--- config.mk ---
export PLATFORM = sky130hd
export DESIGN_NAME = phy_link_ctrl
export DESIGN_NICKNAME = d
export VERILOG_FILES = /design/src/rtl/phy_ctrl_pkg.sv /design/src/rtl/phy_poll_timer.sv /design/src/rtl/phy_link_ctrl.sv
export SDC_FILE = /design/constraint.sdc
export NUM_CORES = 1
export LEC_CHECK = 0
export CORE_MARGIN = 1.5
export CORE_UTILIZATION = 46
export CTS_CLUSTER_SIZE = 30
export DETAILED_ROUTE_END_ITERATION = 16
export PLACE_DENSITY_LB_ADDON = 0.15
export SYNTH_ARGS = -nofsm -noshare
export SYNTH_HDL_FRONTEND = slang
export SYNTH_SLANG_ARGS = --single-unit
--- constraint.sdc ---
create_clock -name i_clk -period 2.7 [get_ports i_clk]
set_clock_uncertainty 0.2 [all_clocks]
set_input_delay 0.81 -clock i_clk [delete_from_list [all_inputs] [get_ports i_clk]]
set_output_delay 0.81 -clock i_clk [all_outputs]
set_load 0.005 [all_outputs]
--- src/rtl/phy_ctrl_pkg.sv ---
// Shared types and constants for the PHY link sequencer.
// FSM encoding, speed codes and PHY register/bit defaults.
package phy_ctrl_pkg;

    typedef enum logic [2:0] {
        ST_IDLE,
        ST_HOST_REQ,
        ST_HOST_WAIT,
        ST_STAT_REQ,
        ST_STAT_WAIT,
        ST_SPEC_REQ,
        ST_SPEC_WAIT,
        ST_UPDATE
    } state_e;

    localparam logic [1:0] SPEED_10   = 2'b00;
    localparam logic [1:0] SPEED_100  = 2'b01;
    localparam logic [1:0] SPEED_1000 = 2'b10;

    localparam logic [4:0] STAT_REG_DEF = 5'd1;
    localparam logic [4:0] SPEC_REG_DEF = 5'd17;

    localparam int LINK_BIT   = 2;
    localparam int SPEED_MSB  = 15;
    localparam int SPEED_LSB  = 14;
    localparam int DUPLEX_BIT = 13;

endpackage

--- src/rtl/phy_poll_timer.sv ---
// Poll interval down-counter with a single pending flag.
// Expiries while a poll is still pending are absorbed.
module phy_poll_timer #(
    parameter int unsigned POLL_PERIOD = 1000000
) (
    input  logic i_clk,
    input  logic i_rst_n,
    input  logic i_poll_en,
    input  logic i_poll_ack,
    output logic o_poll_pend
);

    localparam int unsigned CW = $clog2(POLL_PERIOD);
    localparam logic [CW-1:0] RELOAD = CW'(POLL_PERIOD - 1);

    logic [CW-1:0] cnt_q, cnt_d;
    logic          pend_q, pend_d;
    logic          expire;

    assign expire      = i_poll_en && (cnt_q == '0);
    assign o_poll_pend = pend_q;

    // Count down while enabled, hold at reload when disabled.
    always_comb begin
        cnt_d  = cnt_q;
        pend_d = pend_q;
        if (!i_poll_en) begin
            cnt_d = RELOAD;
        end else if (expire) begin
            cnt_d = RELOAD;
        end else begin
            cnt_d = cnt_q - 1'b1;
        end
        if (i_poll_ack) begin
            pend_d = 1'b0;
        end
        if (expire) begin
            pend_d = 1'b1;
        end
    end

    // Counter and pending flag registers.
    always_ff @(posedge i_clk) begin
        if (!i_rst_n) begin
            cnt_q  <= RELOAD;
            pend_q <= 1'b0;
        end else begin
            cnt_q  <= cnt_d;
            pend_q <= pend_d;
        end
    end

endmodule

--- src/rtl/phy_link_ctrl.sv ---
// PHY access arbiter: periodic link/speed/duplex poll plus host access.
// Optional PHY_LINK_IRQ_EN adds a sticky link-change interrupt.
module phy_link_ctrl
    import phy_ctrl_pkg::*;
#(
    parameter int unsigned POLL_PERIOD = 1000000,
    parameter logic [4:0]  STAT_REG    = STAT_REG_DEF,
    parameter logic [4:0]  SPEC_REG    = SPEC_REG_DEF
) (
    input  logic        i_clk,
    input  logic        i_rst_n,
    input  logic        i_poll_en,
    input  logic        i_host_request,
    input  logic        i_host_rdwn,
    input  logic [4:0]  i_host_addr,
    input  logic [31:0] i_host_wr_data,
    output logic        o_host_busy,
    output logic        o_host_done,
    output logic [31:0] o_host_rd_data,
    output logic        o_phy_request,
    output logic        o_phy_rdwn,
    output logic [4:0]  o_phy_addr,
    output logic [31:0] o_phy_wr_data,
    input  logic        i_phy_done,
    input  logic [31:0] i_phy_rd_data,
    output logic        o_link_up,
    output logic [1:0]  o_speed,
    output logic        o_full_duplex,
    output logic        o_link_change
`ifdef PHY_LINK_IRQ_EN
    ,
    input  logic        i_irq_clr,
    output logic        o_irq
`endif
);

    state_e      state_q, state_d;
    logic        host_pend_q, host_pend_d;
    logic        host_rdwn_q, host_rdwn_d;
    logic [4:0]  host_addr_q, host_addr_d;
    logic [31:0] host_wr_q, host_wr_d;
    logic        host_done_q, host_done_d;
    logic [31:0] host_rd_q, host_rd_d;
    logic        phy_req_q, phy_req_d;
    logic        phy_rdwn_q, phy_rdwn_d;
    logic [4:0]  phy_addr_q, phy_addr_d;
    logic [31:0] phy_wr_q, phy_wr_d;
    logic        link_cap_q, link_cap_d;
    logic [1:0]  speed_cap_q, speed_cap_d;
    logic        dup_cap_q, dup_cap_d;
    logic        link_up_q, link_up_d;
    logic [1:0]  speed_q, speed_d;
    logic        duplex_q, duplex_d;
    logic        change_q, change_d;
    logic        poll_pend;
    logic        poll_ack;

    phy_poll_timer #(
        .POLL_PERIOD (POLL_PERIOD)
    ) u_timer (
        .i_clk       (i_clk),
        .i_rst_n     (i_rst_n),
        .i_poll_en   (i_poll_en),
        .i_poll_ack  (poll_ack),
        .o_poll_pend (poll_pend)
    );

    assign o_host_busy    = host_pend_q;
    assign o_host_done    = host_done_q;
    assign o_host_rd_data = host_rd_q;
    assign o_phy_request  = phy_req_q;
    assign o_phy_rdwn     = phy_rdwn_q;
    assign o_phy_addr     = phy_addr_q;
    assign o_phy_wr_data  = phy_wr_q;
    assign o_link_up      = link_up_q;
    assign o_speed        = speed_q;
    assign o_full_duplex  = duplex_q;
    assign o_link_change  = change_q;

    // Host capture, arbitration and the poll sequence.
    always_comb begin
        state_d     = state_q;
        host_pend_d = host_pend_q;
        host_rdwn_d = host_rdwn_q;
        host_addr_d = host_addr_q;
        host_wr_d   = host_wr_q;
        host_done_d = 1'b0;
        host_rd_d   = '0;
        phy_req_d   = 1'b0;
        phy_rdwn_d  = phy_rdwn_q;
        phy_addr_d  = phy_addr_q;
        phy_wr_d    = phy_wr_q;
        link_cap_d  = link_cap_q;
        speed_cap_d = speed_cap_q;
        dup_cap_d   = dup_cap_q;
        link_up_d   = link_up_q;
        speed_d     = speed_q;
        duplex_d    = duplex_q;
        change_d    = 1'b0;
        poll_ack    = 1'b0;

        if (i_host_request && !host_pend_q) begin
            host_pend_d = 1'b1;
            host_rdwn_d = i_host_rdwn;
            host_addr_d = i_host_addr;
            host_wr_d   = i_host_wr_data;
        end

        unique case (state_q)
            ST_IDLE: begin
                if (host_pend_q) begin
                    state_d = ST_HOST_REQ;
                end else if (poll_pend) begin
                    state_d = ST_STAT_REQ;
                end
            end
            ST_HOST_REQ: begin
                phy_req_d  = 1'b1;
                phy_rdwn_d = host_rdwn_q;
                phy_addr_d = host_addr_q;
                phy_wr_d   = host_wr_q;
                state_d    = ST_HOST_WAIT;
            end
            ST_HOST_WAIT: begin
                if (i_phy_done) begin
                    host_done_d = 1'b1;
                    host_rd_d   = host_rdwn_q ? i_phy_rd_data : '0;
                    host_pend_d = 1'b0;
                    state_d     = ST_IDLE;
                end
            end
            ST_STAT_REQ: begin
                phy_req_d  = 1'b1;
                phy_rdwn_d = 1'b1;
                phy_addr_d = STAT_REG;
                phy_wr_d   = '0;
                state_d    = ST_STAT_WAIT;
            end
            ST_STAT_WAIT: begin
                if (i_phy_done) begin
                    link_cap_d = i_phy_rd_data[LINK_BIT];
                    poll_ack   = 1'b1;
                    state_d    = i_phy_rd_data[LINK_BIT] ? ST_SPEC_REQ
                                                         : ST_UPDATE;
                end
            end
            ST_SPEC_REQ: begin
                phy_req_d  = 1'b1;
                phy_rdwn_d = 1'b1;
                phy_addr_d = SPEC_REG;
                phy_wr_d   = '0;
                state_d    = ST_SPEC_WAIT;
            end
            ST_SPEC_WAIT: begin
                if (i_phy_done) begin
                    speed_cap_d = i_phy_rd_data[SPEED_MSB:SPEED_LSB];
                    dup_cap_d   = i_phy_rd_data[DUPLEX_BIT];
                    state_d     = ST_UPDATE;
                end
            end
            ST_UPDATE: begin
                link_up_d = link_cap_q;
                if (link_cap_q) begin
                    speed_d  = speed_cap_q;
                    duplex_d = dup_cap_q;
                end
                change_d = (link_up_d != link_up_q) ||
                           (speed_d != speed_q) ||
                           (duplex_d != duplex_q);
                state_d  = ST_IDLE;
            end
            default: state_d = ST_IDLE;
        endcase
    end

    // State and registered outputs.
    always_ff @(posedge i_clk) begin
        if (!i_rst_n) begin
            state_q     <= ST_IDLE;
            host_pend_q <= 1'b0;
            host_rdwn_q <= 1'b0;
            host_addr_q <= '0;
            host_wr_q   <= '0;
            host_done_q <= 1'b0;
            host_rd_q   <= '0;
            phy_req_q   <= 1'b0;
            phy_rdwn_q  <= 1'b0;
            phy_addr_q  <= '0;
            phy_wr_q    <= '0;
            link_cap_q  <= 1'b0;
            speed_cap_q <= SPEED_10;
            dup_cap_q   <= 1'b0;
            link_up_q   <= 1'b0;
            speed_q     <= SPEED_10;
            duplex_q    <= 1'b0;
            change_q    <= 1'b0;
        end else begin
            state_q     <= state_d;
            host_pend_q <= host_pend_d;
            host_rdwn_q <= host_rdwn_d;
            host_addr_q <= host_addr_d;
            host_wr_q   <= host_wr_d;
            host_done_q <= host_done_d;
            host_rd_q   <= host_rd_d;
            phy_req_q   <= phy_req_d;
            phy_rdwn_q  <= phy_rdwn_d;
            phy_addr_q  <= phy_addr_d;
            phy_wr_q    <= phy_wr_d;
            link_cap_q  <= link_cap_d;
            speed_cap_q <= speed_cap_d;
            dup_cap_q   <= dup_cap_d;
            link_up_q   <= link_up_d;
            speed_q     <= speed_d;
            duplex_q    <= duplex_d;
            change_q    <= change_d;
        end
    end

`ifdef PHY_LINK_IRQ_EN
    logic irq_q, irq_d;

    assign o_irq = irq_q;

    // Sticky interrupt: a new link change outranks a clear.
    always_comb begin
        irq_d = irq_q;
        if (i_irq_clr) begin
            irq_d = 1'b0;
        end
        if (change_q) begin
            irq_d = 1'b1;
        end
    end

    // Interrupt level register.
    always_ff @(posedge i_clk) begin
        if (!i_rst_n) begin
            irq_q <= 1'b0;
        end else begin
            irq_q <= irq_d;
        end
    end
`endif

endmodule

# Word-level counts from Yosys, hierarchy flattened

Index checks and enable logic that the tools add are counted.

$add $sub $neg: 1
Equality and inequality tests: 14
Multiplexer cells: 22
Bitwise gates (word level): 2
Reduce and logical (&&, ||, !) cells: 19

Operators by type and width:

| operator                                             | number |
|---|---|
| one-hot mux 32 bit (2 select lines)                  | 1 |
| one-hot mux 3 bit (8 select lines)                   | 1 |
| zero test 20 bit                                     | 1 |
| subtractor 20 x 1 -> 20 bit (second input constant)  | 1 |
| two-way mux 3 bit                                    | 5 |
| one-hot mux 5 bit (3 select lines)                   | 1 |
| equality test 3 bit (second input constant)          | 4 |
| two-way mux 1 bit                                    | 10 |
| AND reduction 2 bit                                  | 4 |
| AND reduction 4 bit                                  | 2 |
| equality test 3 x 2 -> 1 bit (second input constant) | 2 |
| two-way mux 2 bit                                    | 3 |
| != test 2 bit (second input constant)                | 3 |
| OR reduction 3 bit                                   | 2 |
| nonzero test 2 bit                                   | 2 |
| equality test 3 x 1 -> 1 bit (second input constant) | 1 |
| zero test 3 bit                                      | 1 |
| != test 3 x 2 -> 1 bit (second input constant)       | 1 |
| nonzero test 3 bit                                   | 1 |
| logical AND 1 bit                                    | 2 |
| logical OR 1 bit                                     | 2 |
| != test 1 bit                                        | 2 |
| != test 2 bit                                        | 1 |
| NOT 1 bit                                            | 2 |
| other kinds (3)                                      | 3 |

Register bits: 144
Output and inout port bits: 78
Logic and storage cells: 78

# Logic depth before layout (Yosys ltp)

Gate-level depths: netlist of run 1.

Word-level depth: 5
Depth in mapped cells: 7
Depth with buffers taken out: 6

# Cells and area by module

From an unflattened synthesis of run 1, not the netlist that was laid out.

Cells, all modules: 568
Area total of the unflattened synthesis: 5172.5 um^2

By module, submodules not included:

| module         | times used | cells each | area an instance (um^2) | seq. area each (um^2) |
|---|---|---|---|---|
| phy_link_ctrl  | 1          | 461        | 4220.3                  | 2462.4 |
| phy_poll_timer | 1          | 107        | 952.2                   | 420.4 |

# Worst setup path after synthesis of run 1

Ideal clock, no wire load.

Kind: input port to flip-flop
From: input i_poll_en
To: register u_timer.cnt_q[14]
Setup time: 0.095 ns
Arrival time: 1.811 ns
Data required time: 2.405 ns
Setup slack: 0.593 ns
Cell stages on the path: 5
Buffers on the path: 1
Cells stage by stage: nor4bb_1 and3_1 clkbuf_1 nor3_1 o311ai_1

Longest elaborated chain between the ends: 2

RTL lines:

| item                                                  | line                 | source |
|---|---|---|
| start: declaration                                    | phy_link_ctrl.sv:12  | `input logic i_poll_en,` |
| logical AND 1 bit / NOT 1 bit (equally long branches) | -                    |  |
| OR reduction 3 bit (no source line) (*)               | -                    |  |
| end signal: assignment                                | phy_poll_timer.sv:48 | `cnt_q <= cnt_d;` |
| end: declaration                                      | phy_poll_timer.sv:16 | `logic [CW-1:0] cnt_q, cnt_d;` |

Mark *: on every way between the ends. The rest lies on a longest branch, timed or not.
A chain may end at the register's enable or synchronous reset.

# Final worst setup path of run 1

From: register host_pend_q, in the netlist o_host_busy
To: output o_host_busy

RTL lines:

| item                     | line                 | source |
|---|---|---|
| start: declaration       | phy_link_ctrl.sv:38  | `logic host_pend_q, host_pend_d;` |
| start signal: assignment | phy_link_ctrl.sv:199 | `host_pend_q <= host_pend_d;` |
| end: declaration         | phy_link_ctrl.sv:17  | `output logic o_host_busy,` |

No word-level cell between the ends.

==> impl_metrics.env, run 1 <==
export IMPL_status="complete, no violations"
export IMPL_gp_congestion=0.8149
export IMPL_synth_ff_type="dfxtp_1"
export IMPL_cts_sinks=144
export IMPL_pin_count=153
export IMPL_cts_hold_fix_buffers=0
export IMPL_grt_pass1_vias=4154
export IMPL_p_sw_share_pct=26.06
export IMPL_wl_mm=12.52
export IMPL_yosysTopAreaCellShare_pct=56.90
export IMPL_synth_area_per_cell_um2=9.262
export IMPL_numPortBuffers=152
export IMPL_die_x_um=107.9
export IMPL_fmax_ghz=0.3942
export IMPL_rrSetupSlack_ns=0.63
export IMPL_postSynth_asyncResetShare_pct=0
export IMPL_dp_hpwl_mm=8.311
export IMPL_power_frac_clock_pct=40.5
export IMPL_setup_viol=0
export IMPL_p_int_mw=3.933
export IMPL_startpoint_type="flip-flop"
export IMPL_hold_end="u_timer.cnt_q[0]$_SDFF_PP1_"
export IMPL_path_cells="clkdlybuf4s50_1"
export IMPL_antenna_left=0
export IMPL_ys_warn_count=0
export IMPL_pwr_share_comb_pct=15.3
export IMPL_drc=0
export IMPL_tightest_slew_ns=0.8512
export IMPL_die_h_um=107.9
export IMPL_syn_num_nets=624
export IMPL_critical_path_arrival_ns=1.53
export IMPL_dieArea_um2=11650
export IMPL_postCtsSetupRepairBufs=0
export IMPL_p_switching_mw=1.386
export IMPL_grtUsageTotal_pct=22.23
export IMPL_nets=776
export IMPL_clk_path_buf_depth=2
export IMPL_viasPerCell=5.208
export IMPL_drive_gt1_share_pct=8.146
export IMPL_grt_pass1_wl_mm=20.07
export IMPL_period_needed_ns=2.537
export IMPL_nFillCells=873
export IMPL_hold_viol_final=0
export IMPL_slew_viol_final=0
export IMPL_insertedDiodeCount=0
export IMPL_yosys_top_cells_count="dfxtp_1 (144), nand2_1 (92), nor2_1 (57)"
export IMPL_max_slew_margin_pct=43.18
export IMPL_rows=38
export IMPL_cts_resized=0
export IMPL_design_area_um2=7353
export IMPL_syn_inst=547
export IMPL_cts_clk_slew_worst_paths_ns=0.06
export IMPL_synth_largest_area_cell="dfxtp_1"
export IMPL_vdd_drop_max_mv=0.5130
export IMPL_vias=4437
export IMPL_holdWs_ns=0.2374
export IMPL_min_path_type="reg -> reg"
export IMPL_core_area_um2=10790
export IMPL_wl_per_cell_um=14.69
export IMPL_hold_path_depth=1
export IMPL_synth_area_um2=5066
export IMPL_tns_ns=0
export IMPL_clock_latency_ns=0.54
export IMPL_worstPathRequired_ns=1.69
export IMPL_maxCapViolCount=0
export IMPL_grt_max_degree=57
export IMPL_cts_buffers=17
export IMPL_seqPwrFrac_pct=44.2
export IMPL_synth_edf_count=0
export IMPL_path_delay_family="buffers and inverters"
export IMPL_gr_total_overflow=0
export IMPL_period_share_pct=93.95
export IMPL_yosysMostFrequentCell="dfxtp_1"
export IMPL_antenna_found_initial=0
export IMPL_syn2layout_area_growth_pct=45.15
export IMPL_worst_setup_path_type="reg -> out"
export IMPL_yosysSeqAreaShare_pct=56.90
export IMPL_r2r_cells=6
export IMPL_grt_setup_unrepaired="false"
export IMPL_synth_seq_cells=144
export IMPL_cp_slowest_cell="clkdlybuf4s50_1"
export IMPL_leakage_nw=2.878
export IMPL_cp_slowest_stage_delay_ns=0.57
export IMPL_cp_num_buf_inv=1
export IMPL_htreeDepth=4
export IMPL_drtPass1Iterations=4
export IMPL_ys_types=47
export IMPL_start_util_pct=46.94
export IMPL_powerDensity_nw_per_um2=723.4
export IMPL_placed_area_um2=6795
export IMPL_dr_first_iter_drc_count=176
export IMPL_root_buffer="clkbuf_8"
export IMPL_synth_area_leaders="dfxtp_1 (57%), nand2_1 (6.8%), a22oi_1 (5.3%), a21oi_1 (4.6%), nor2_1 (4.2%)"
export IMPL_worstReg2RegEnd="u_timer.cnt_q[16]$_SDFF_PP1_"
export IMPL_r2r_start="u_timer.cnt_q[0]$_SDFF_PP1_"
export IMPL_end_kind="primary output"
export IMPL_cts_tree="built"
export IMPL_min_delay_start="u_timer.cnt_q[0]$_SDFF_PP1_"
export IMPL_worstPathMaxFanout=6
-- sequential cells by signal, summed over array words and instances (netlist names), 2 cells and up --
signal,flops
host_addr_q,5
u_timer.cnt_q,20
o_host_rd_data,32
o_phy_addr,5
host_wr_q,32
state_q,3
speed_cap_q,2
o_phy_wr_data,32
o_speed,2
-- logic make-up (layout without fill, tap and decap cells) --
group	count (synthesis)	count (layout)	share of synthesized area, %
XOR/XNOR	11	11	1.902
multiplexers	7	7	1.383
buffers and inverters	42	207	3.285
AND/OR/NAND/NOR	232	232	22.28
adder cells (fa/ha/maj)	2	2	0.4939
flip-flops	144	144	56.90
AO/OA/AOI/OAI	109	109	13.76
-- how the worst max path moves through the flow --
stage,to,slack [ns],depth (start not counted),startpoint
global route,o_host_busy,0.09,1,o_host_busy$_SDFF_PN0_
finish,o_host_busy,0.16,1,o_host_busy$_SDFF_PN0_
CTS,o_host_busy,0.14,1,o_host_busy$_SDFF_PN0_
global placement,u_timer.cnt_q[16]$_SDFF_PP1_,0.16,6,i_poll_en
detailed placement,u_timer.cnt_q[16]$_SDFF_PP1_,0.04,6,i_poll_en
floorplan,u_timer.cnt_q[14]$_SDFF_PP1_,0.59,5,i_poll_en
-- cell usage in the layout (no fill, tap or decap), types with 3 or more instances in the layout --
cell type,instances
nor4_4,3
o31ai_1,3
buf_4,14
a21oi_1,47
clkbuf_16,16
nor3_1,8
or4_1,3
clkbuf_8,5
xor2_1,7
nand2_1,92
and3_1,33
a22oi_1,36
a311oi_1,3
inv_1,5
nand3_1,10
dfxtp_1,144
clkdlybuf4s50_1,152
mux2i_1,7
clkinv_2,6
o21ai_0,8
nand4_1,4
buf_12,3
nor2_1,57
xnor2_1,4
nand3b_1,4
nor2b_1,3
-- power by group through the flow --
stage          sequential (mW)  combinational (mW)  clock (mW)
2_1_floorplan             2.35               0.439           0
3_3_place_gp              2.38               0.808           0
3_5_place_dp              2.39               0.814           0
4_1_cts                   2.35               0.818        2.20
5_1_grt                   2.36               0.897        2.29
6_report                  2.35               0.813        2.16
-- routing by layer --
layer	up-vias	part of all wire, %	track usage (%)
met2	153	49	36.98
met4	0	0.97	8.929
met1	2073	42	25.90
met3	12	7.8	8.318
li1	2199	-	-
met5	-	0	0
-- area by class of cell --
| cell class | instances | area, µm² | area share [%] |
|---|---|---|---|
| clock buffer | 22 | 473.0 | 6.432 |
| sequential | 144 | 2883 | 39.20 |
| clock inverter | 10 | 85.08 | 1.157 |
| inverter | 6 | 22.52 | 0.3063 |
| tap | 140 | 175.2 | 2.382 |
| timing repair buffer | 169 | 1687 | 22.94 |
| multi-input combinational | 361 | 2028 | 27.58 |
-- through the flow --
| step | utilization (%) | instances | setup slack (ns) | power [mW] |
|---|---|---|---|---|
| global placement | 62.96 | 820 | 0.1636 | 3.192 |
| floorplan | - | 547 | 0.5933 | 2.793 |
| global route | 68.13 | 852 | 0.08548 | 5.554 |
| finish | 68.13 | 852 | 0.1633 | 5.319 |
| detailed placement | 62.96 | 820 | 0.04207 | 3.204 |
| CTS | 68.13 | 852 | 0.1416 | 5.364 |
No activity file was read; power rests on OpenSTA's default activity.
==> inputs of run 2 (changes only) <==
--- a/config.mk
+++ b/config.mk
@@ -6,10 +6,12 @@
 export NUM_CORES = 1
 export LEC_CHECK = 0
 export CORE_MARGIN = 1.5
-export CORE_UTILIZATION = 46
-export CTS_CLUSTER_SIZE = 30
+export CORE_UTILIZATION = 47
+export CTS_CLUSTER_SIZE = 40
 export DETAILED_ROUTE_END_ITERATION = 16
+export GPL_TIMING_DRIVEN = 0
 export PLACE_DENSITY_LB_ADDON = 0.15
 export SYNTH_ARGS = -nofsm -noshare
 export SYNTH_HDL_FRONTEND = slang
+export SYNTH_HIERARCHICAL = 1
 export SYNTH_SLANG_ARGS = --single-unit
==> run 2 against run 1 <==
Critical path type unchanged. Core utilization up 0.32 points. First-iteration DRC count grew 67%. Sequential share of layout area down 0.19 points. Sequential cell count is the same. Routed wire length rose by 0.94%. Synthesized area increased by 2.1%. Synthesized cell count is 3.8% higher. Clock power down 4%. Register-to-register slack got worse by 0.22 ns. Combinational power increased by 27%. Largest cell class unchanged. Final cell count increased by 4.5%.
==> impl_metrics.env, run 2 <==
export IMPL_worst_setup_path_type="reg -> out"
export IMPL_nFillCells=866
export IMPL_powerDensity_nw_per_um2=734.8
export IMPL_path_cells="clkdlybuf4s50_1"
export IMPL_yosys_top_cells_count="dfxtp_1 (144), nand2_1 (143), a21oi_1 (68)"
export IMPL_period_needed_ns=2.558
export IMPL_dr_first_iter_drc_count=294
export IMPL_postCtsSetupRepairBufs=0
export IMPL_yosysMostFrequentCell="dfxtp_1"
export IMPL_critical_path_arrival_ns=1.55
export IMPL_power_mw=5.429
export IMPL_grt_pass1_vias=4431
export IMPL_cts_tree="built"
export IMPL_rows=38
export IMPL_hold_viol_final=0
export IMPL_leakage_nw=2.752
export IMPL_clk_path_buf_depth=2
export IMPL_cts_sinks=144
export IMPL_placed_area_um2=6869
export IMPL_synth_seq_cells=144
export IMPL_dp_cells=860
export IMPL_min_path_type="reg -> reg"
export IMPL_dp_hpwl_mm=8.969
export IMPL_clock_latency_ns=0.53
export IMPL_wl_per_cell_um=14.20
export IMPL_worstPathRequired_ns=1.69
export IMPL_setup_viol=0
export IMPL_grtUsageTotal_pct=22.61
export IMPL_gr_total_overflow=0
export IMPL_nets=816
export IMPL_synth_area_leaders="dfxtp_1 (56%), nand2_1 (10%), a21oi_1 (6.6%), and2_1 (4.0%), nor2_1 (2.4%)"
export IMPL_tightest_slew_ns=0.7824
export IMPL_cts_clk_slew_worst_paths_ns=0.06
export IMPL_yosysSeqAreaShare_pct=55.73
export IMPL_dieArea_um2=11640
export IMPL_rrSetupSlack_ns=0.41
export IMPL_syn2layout_area_growth_pct=42.84
export IMPL_startpoint_type="flip-flop"
export IMPL_cts_hold_fix_buffers=0
export IMPL_synth_largest_area_cell="dfxtp_1"
export IMPL_vdd_drop_max_mv=0.4560
export IMPL_synth_ff_type="dfxtp_1"
export IMPL_max_slew_margin_pct=47.11
export IMPL_synth_area_per_cell_um2=9.106
export IMPL_drc=0
export IMPL_drtPass1Iterations=4
export IMPL_worstPathMaxFanout=6
export IMPL_status="complete, no violations"
export IMPL_cts_resized=0
export IMPL_path_delay_family="buffers and inverters"
export IMPL_numPortBuffers=152
export IMPL_cp_slowest_stage_delay_ns=0.58
export IMPL_layout_common_cells="clkdlybuf4s50_1 (152), dfxtp_1 (144), nand2_1 (143), a21oi_1 (68)"
export IMPL_pin_count=153
export IMPL_ys_warn_count=6
export IMPL_maxCapViolCount=0
export IMPL_core_area_um2=10790
export IMPL_antenna_found_initial=0
export IMPL_viasPerCell=5.034
export IMPL_root_buffer="clkbuf_8"
export IMPL_die_x_um=107.9
export IMPL_start_util_pct=47.92
export IMPL_period_share_pct=94.74
export IMPL_gp_congestion=0.8213
export IMPL_fin_cells=890
export IMPL_syn_num_nets=645
export IMPL_ys_types=49
export IMPL_synth_area_um2=5172
export IMPL_die_h_um=107.9
export IMPL_final_common_cell="clkdlybuf4s50_1"
export IMPL_cts_buffers=17
export IMPL_drive_gt1_share_pct=7.867
export IMPL_yosysTopAreaCellShare_pct=55.73
export IMPL_synth_edf_count=0
export IMPL_syn_inst=568
export IMPL_antenna_left=0
export IMPL_fmax_ghz=0.3909
export IMPL_end_kind="primary output"
export IMPL_grt_max_degree=17
export IMPL_cp_num_buf_inv=1
export IMPL_design_area_um2=7388
export IMPL_cp_slowest_cell="clkdlybuf4s50_1"
export IMPL_grt_setup_unrepaired="false"
export IMPL_insertedDiodeCount=0
export IMPL_wl_mm=12.64
export IMPL_grt_pass1_wl_mm=20.38
export IMPL_vias=4480
export IMPL_postSynth_asyncResetShare_pct=0
export IMPL_htreeDepth=4
export IMPL_slew_viol_final=0
[run 2: area by class of cell]
class / count / area, µm² / area share (%)
plain buffers: 33 / 211.5 / 2.862
clock buffers: 23 / 456.7 / 6.181
clock inverters: 7 / 62.56 / 0.8467
inverters: 7 / 26.28 / 0.3556
multi-input cells: 384 / 2052 / 27.77
flip-flops and latches: 144 / 2883 / 39.02
well taps: 140 / 175.2 / 2.371
repair buffers: 152 / 1521 / 20.59
[run 2: per-layer routing]
metal	share of wire (%)	global-route usage (%)	up-vias
li1	-	-	2239
met1	41	25.51	2083
met2	49	38.22	140
met5	0	0	-
met3	7.7	8.172	18
met4	1.7	10.43	0
[run 2: where the power goes]
part,switching (mW),internal (mW)
sequential,0.0614,2.25
combinational,0.543,0.489
clock,0.833,1.25
total,1.44,3.99
[run 2: path summary, 6_finish.rpt]
kind / startpoint / end / cells after the start
min: u_timer/cnt_q[0]$_SDFF_PP1_ / u_timer/cnt_q[0]$_SDFF_PP1_ / 1
max: o_host_busy$_SDFF_PN0_ / o_host_busy / 1
min reg2reg: u_timer/cnt_q[0]$_SDFF_PP1_ / u_timer/cnt_q[0]$_SDFF_PP1_ / 1
max reg2reg: u_timer/cnt_q[0]$_SDFF_PP1_ / u_timer/cnt_q[14]$_SDFF_PP1_ / 6
[run 2: through the flow]
stage	setup WS [ns]	hold WS (ns)	TNS, ns	utilization [%]
5_1_grt	0.1177	0.2395	0	68.46
6_report	0.1420	0.2112	0	68.46
3_5_place_dp	-0.1775	0.2004	-5.107	63.64
4_1_cts	0.1431	0.2119	0	68.46
2_1_floorplan	0.6769	0.1837	0	-
3_3_place_gp	-0.1466	0.1946	-4.254	63.64
[run 2: kinds of logic (layout without fill, tap and decap cells)]
family,after synthesis,in the layout,synth area share (%)
AOI/OAI and AO/OA,105,105,11.88
muxes,7,7,1.355
adders and majority gates,2,2,0.4837
DFF,144,144,55.73
buffers and inverters,40,222,4.596
and+or+nand+nor,257,257,23.75
xor gates and xnor gates,13,13,2.201
==> inputs of run 3 (changes only) <==
--- a/config.mk
+++ b/config.mk
@@ -5,13 +5,14 @@
 export SDC_FILE = /design/constraint.sdc
 export NUM_CORES = 1
 export LEC_CHECK = 0
+export CAP_MARGIN = 20
 export CORE_MARGIN = 1.5
-export CORE_UTILIZATION = 47
+export CORE_UTILIZATION = 46
 export CTS_CLUSTER_SIZE = 40
 export DETAILED_ROUTE_END_ITERATION = 16
+export GPL_ROUTABILITY_DRIVEN = 0
 export GPL_TIMING_DRIVEN = 0
 export PLACE_DENSITY_LB_ADDON = 0.15
 export SYNTH_ARGS = -nofsm -noshare
 export SYNTH_HDL_FRONTEND = slang
-export SYNTH_HIERARCHICAL = 1
 export SYNTH_SLANG_ARGS = --single-unit
==> run 3 against run 2 <==
Clock-buffer cell count unchanged. Highest routed layer unchanged. Via count grew 0.58%. Non-clock buffer count grew 3. Sequential cell count stayed put. Critical path type is now in -> reg. Global-route usage decreased by 0.12 points. Critical path depth grew 4. Maximum frequency increased by 0.33%. Combinational power fell by 20%. Cell area down 0.68%. Core utilization decreased by 0.46 points. Largest cell class unchanged.
==> impl_metrics.env, run 3 (same netlist as run 1, synthesis figures left out) <==
export IMPL_m1WireLength_mm=5.524
export IMPL_viasPerCell=5.173
export IMPL_slew_viol_final=0
export IMPL_period_needed_ns=2.550
export IMPL_tightest_slew_ns=0.6084
export IMPL_worstPathRequired_ns=2.95
export IMPL_power_frac_clock_pct=41.0
export IMPL_grt_pass1_vias=4429
export IMPL_drive_gt1_share_pct=5.609
export IMPL_setup_viol=0
export IMPL_seqPwrFrac_pct=43.5
export IMPL_gr_total_overflow=0
export IMPL_cts_clk_slew_worst_paths_ns=0.06
export IMPL_drc=0
export IMPL_nets=795
export IMPL_routed_wl_met2_mm=6.439
export IMPL_worst_setup_path_type="in -> reg"
export IMPL_layout_common_cells="clkdlybuf4s50_1 (152), dfxtp_1 (144), nand2_1 (92), nor2_1 (57), a21oi_1 (47)"
export IMPL_end_kind="flip-flop"
export IMPL_root_buffer="clkbuf_8"
export IMPL_hold_viol_final=0
export IMPL_worstPathMaxFanout=10
export IMPL_grt_setup_unrepaired="false"
export IMPL_vias=4506
export IMPL_grt_pass1_wl_mm=20.53
export IMPL_die_h_um=107.9
export IMPL_routed_top_layer="met4"
export IMPL_pre_cts_slack_ns=-0.5415
export IMPL_core_area_um2=10790
export IMPL_hold_path_depth=1
export IMPL_status="complete, no violations"
export IMPL_setup_ws_ns=0.1504
export IMPL_cts_sinks=144
export IMPL_p_sw_share_pct=26.28
export IMPL_pin_count=153
export IMPL_regArea_um2=2883
export IMPL_cts_resized=1
export IMPL_grtUsageTotal_pct=22.49
export IMPL_cp_slowest_stage_delay_ns=0.66
export IMPL_postCtsSetupRepairBufs=0
export IMPL_pwr_share_comb_pct=15.5
export IMPL_dp_hpwl_mm=9.256
export IMPL_met3_length_um=930
export IMPL_syn2layout_area_growth_pct=44.85
export IMPL_min_path_type="reg -> reg"
export IMPL_r2r_cells=7
export IMPL_rrSetupSlack_ns=0.41
export IMPL_dieArea_um2=11650
export IMPL_die_x_um=107.9
export IMPL_cts_hold_fix_buffers=0
export IMPL_path_cells="clkdlybuf4s50_1, clkinv_1, nor4_4, clkbuf_1, and3_1"
export IMPL_powerDensity_nw_per_um2=729.0
export IMPL_final_common_cell="clkdlybuf4s50_1"
export IMPL_p_int_mw=3.944
export IMPL_r2r_start="u_timer.cnt_q[0]$_SDFF_PP1_"
export IMPL_startpoint_type="input pin"
export IMPL_leakage_nw=2.831
export IMPL_maxCapViolCount=0
export IMPL_insertedDiodeCount=0
export IMPL_multi_input_area_um2=2026
export IMPL_period_share_pct=94.43
export IMPL_placed_area_um2=6763
export IMPL_numPortBuffers=152
export IMPL_fmax_ghz=0.3922
export IMPL_cts_tree="built"
export IMPL_cp_slowest_cell="clkdlybuf4s50_1"
export IMPL_design_area_um2=7338
export IMPL_start_util_pct=46.94
export IMPL_fin_util_pct=67.99
export IMPL_antenna_found_initial=0
export IMPL_hold_end="u_timer.cnt_q[0]$_SDFF_PP1_"
export IMPL_min_delay_start="u_timer.cnt_q[0]$_SDFF_PP1_"
export IMPL_wl_per_cell_um=14.98
export IMPL_cts_buffers=17
export IMPL_critical_path_arrival_ns=2.80
export IMPL_drtPass1Iterations=4
export IMPL_nFillCells=884
export IMPL_rows=38
export IMPL_antenna_left=0
export IMPL_holdWs_ns=0.2433
export IMPL_wl_mm=13.05
export IMPL_clock_latency_ns=0.52
export IMPL_dr_first_iter_drc_count=220
export IMPL_htreeDepth=4
export IMPL_grt_max_degree=17
export IMPL_p_switching_mw=1.406
export IMPL_worstReg2RegEnd="u_timer.cnt_q[3]$_SDFF_PP1_"
export IMPL_clk_path_buf_depth=2
export IMPL_max_slew_margin_pct=59.44
export IMPL_vdd_drop_max_mv=0.4810
run 3: cell count changes in the layout (fill, tap and decap cells not counted), moves of 4 or more:
cell,previous run,this run
a21oi_1,68,47
a22oi_1,10,36
and2_1,33,2
and3_1,0,33
buf_1,0,4
buf_2,10,1
buf_6,9,1
clkbuf_1,16,31
nand2_1,143,92
nand3b_1,0,4
nor2_1,33,57
run 3: power groups by stage:
| stage | registers (mW) | logic (mW) | clock network [mW] |
|---|---|---|---|
| global placement | 2.36 | 0.809 | 0 |
| finish | 2.33 | 0.828 | 2.19 |
| floorplan | 2.35 | 0.439 | 0 |
| detailed placement | 2.37 | 0.822 | 0 |
| global route | 2.34 | 0.919 | 2.32 |
| CTS | 2.33 | 0.833 | 2.22 |
run 3: critical path: cells and delay by family:
family,cells,cell delay (ns)
buf+inv,3,1.31
simple gates,2,0.67
run 3: layout make-up:
class | instances | area share (%)
clock buffers | 23 | 6.633
clock inverters | 9 | 1.091
inverters | 6 | 0.3069
well taps | 140 | 2.387
flip-flops and latches | 144 | 39.28
multi-input cells | 361 | 27.60
plain buffers | 36 | 1.961
repair buffers | 152 | 20.73
run 3: metrics by stage:
step / std cells / TNS [ns] / power [mW]
after floorplan: 547 / 0 / 2.793
after global placement: 839 / -25.93 / 3.171
after detailed placement: 839 / -30.48 / 3.189
after CTS: 871 / 0 / 5.379
after global routing: 871 / 0 / 5.574
final: 871 / 0 / 5.350
run 3: per-layer routing:
layer / global-route usage, % / up-vias
li1: - / 2242
met1: 25.26 / 2086
met2: 39.15 / 160
met3: 7.957 / 18
met4: 8.459 / 0
met5: 0 / -
run 3: how the worst max path moves through the flow:
| stage | from | endpoint | slack [ns] | cells past startpoint |
|---|---|---|---|---|
| 5_1_grt | i_rst_n | o_host_rd_data[21]$_SDFF_PN0_ | 0.05 | 5 |
| 6_report | i_rst_n | o_host_rd_data[13]$_SDFF_PN0_ | 0.15 | 5 |
| 2_1_floorplan | i_poll_en | u_timer.cnt_q[14]$_SDFF_PP1_ | 0.59 | 5 |
| 4_1_cts | i_rst_n | o_host_rd_data[13]$_SDFF_PN0_ | 0.15 | 5 |
| 3_3_place_gp | i_rst_n | o_host_rd_data[27]$_SDFF_PN0_ | -0.47 | 5 |
| 3_5_place_dp | i_rst_n | o_host_rd_data[16]$_SDFF_PN0_ | -0.54 | 5 |
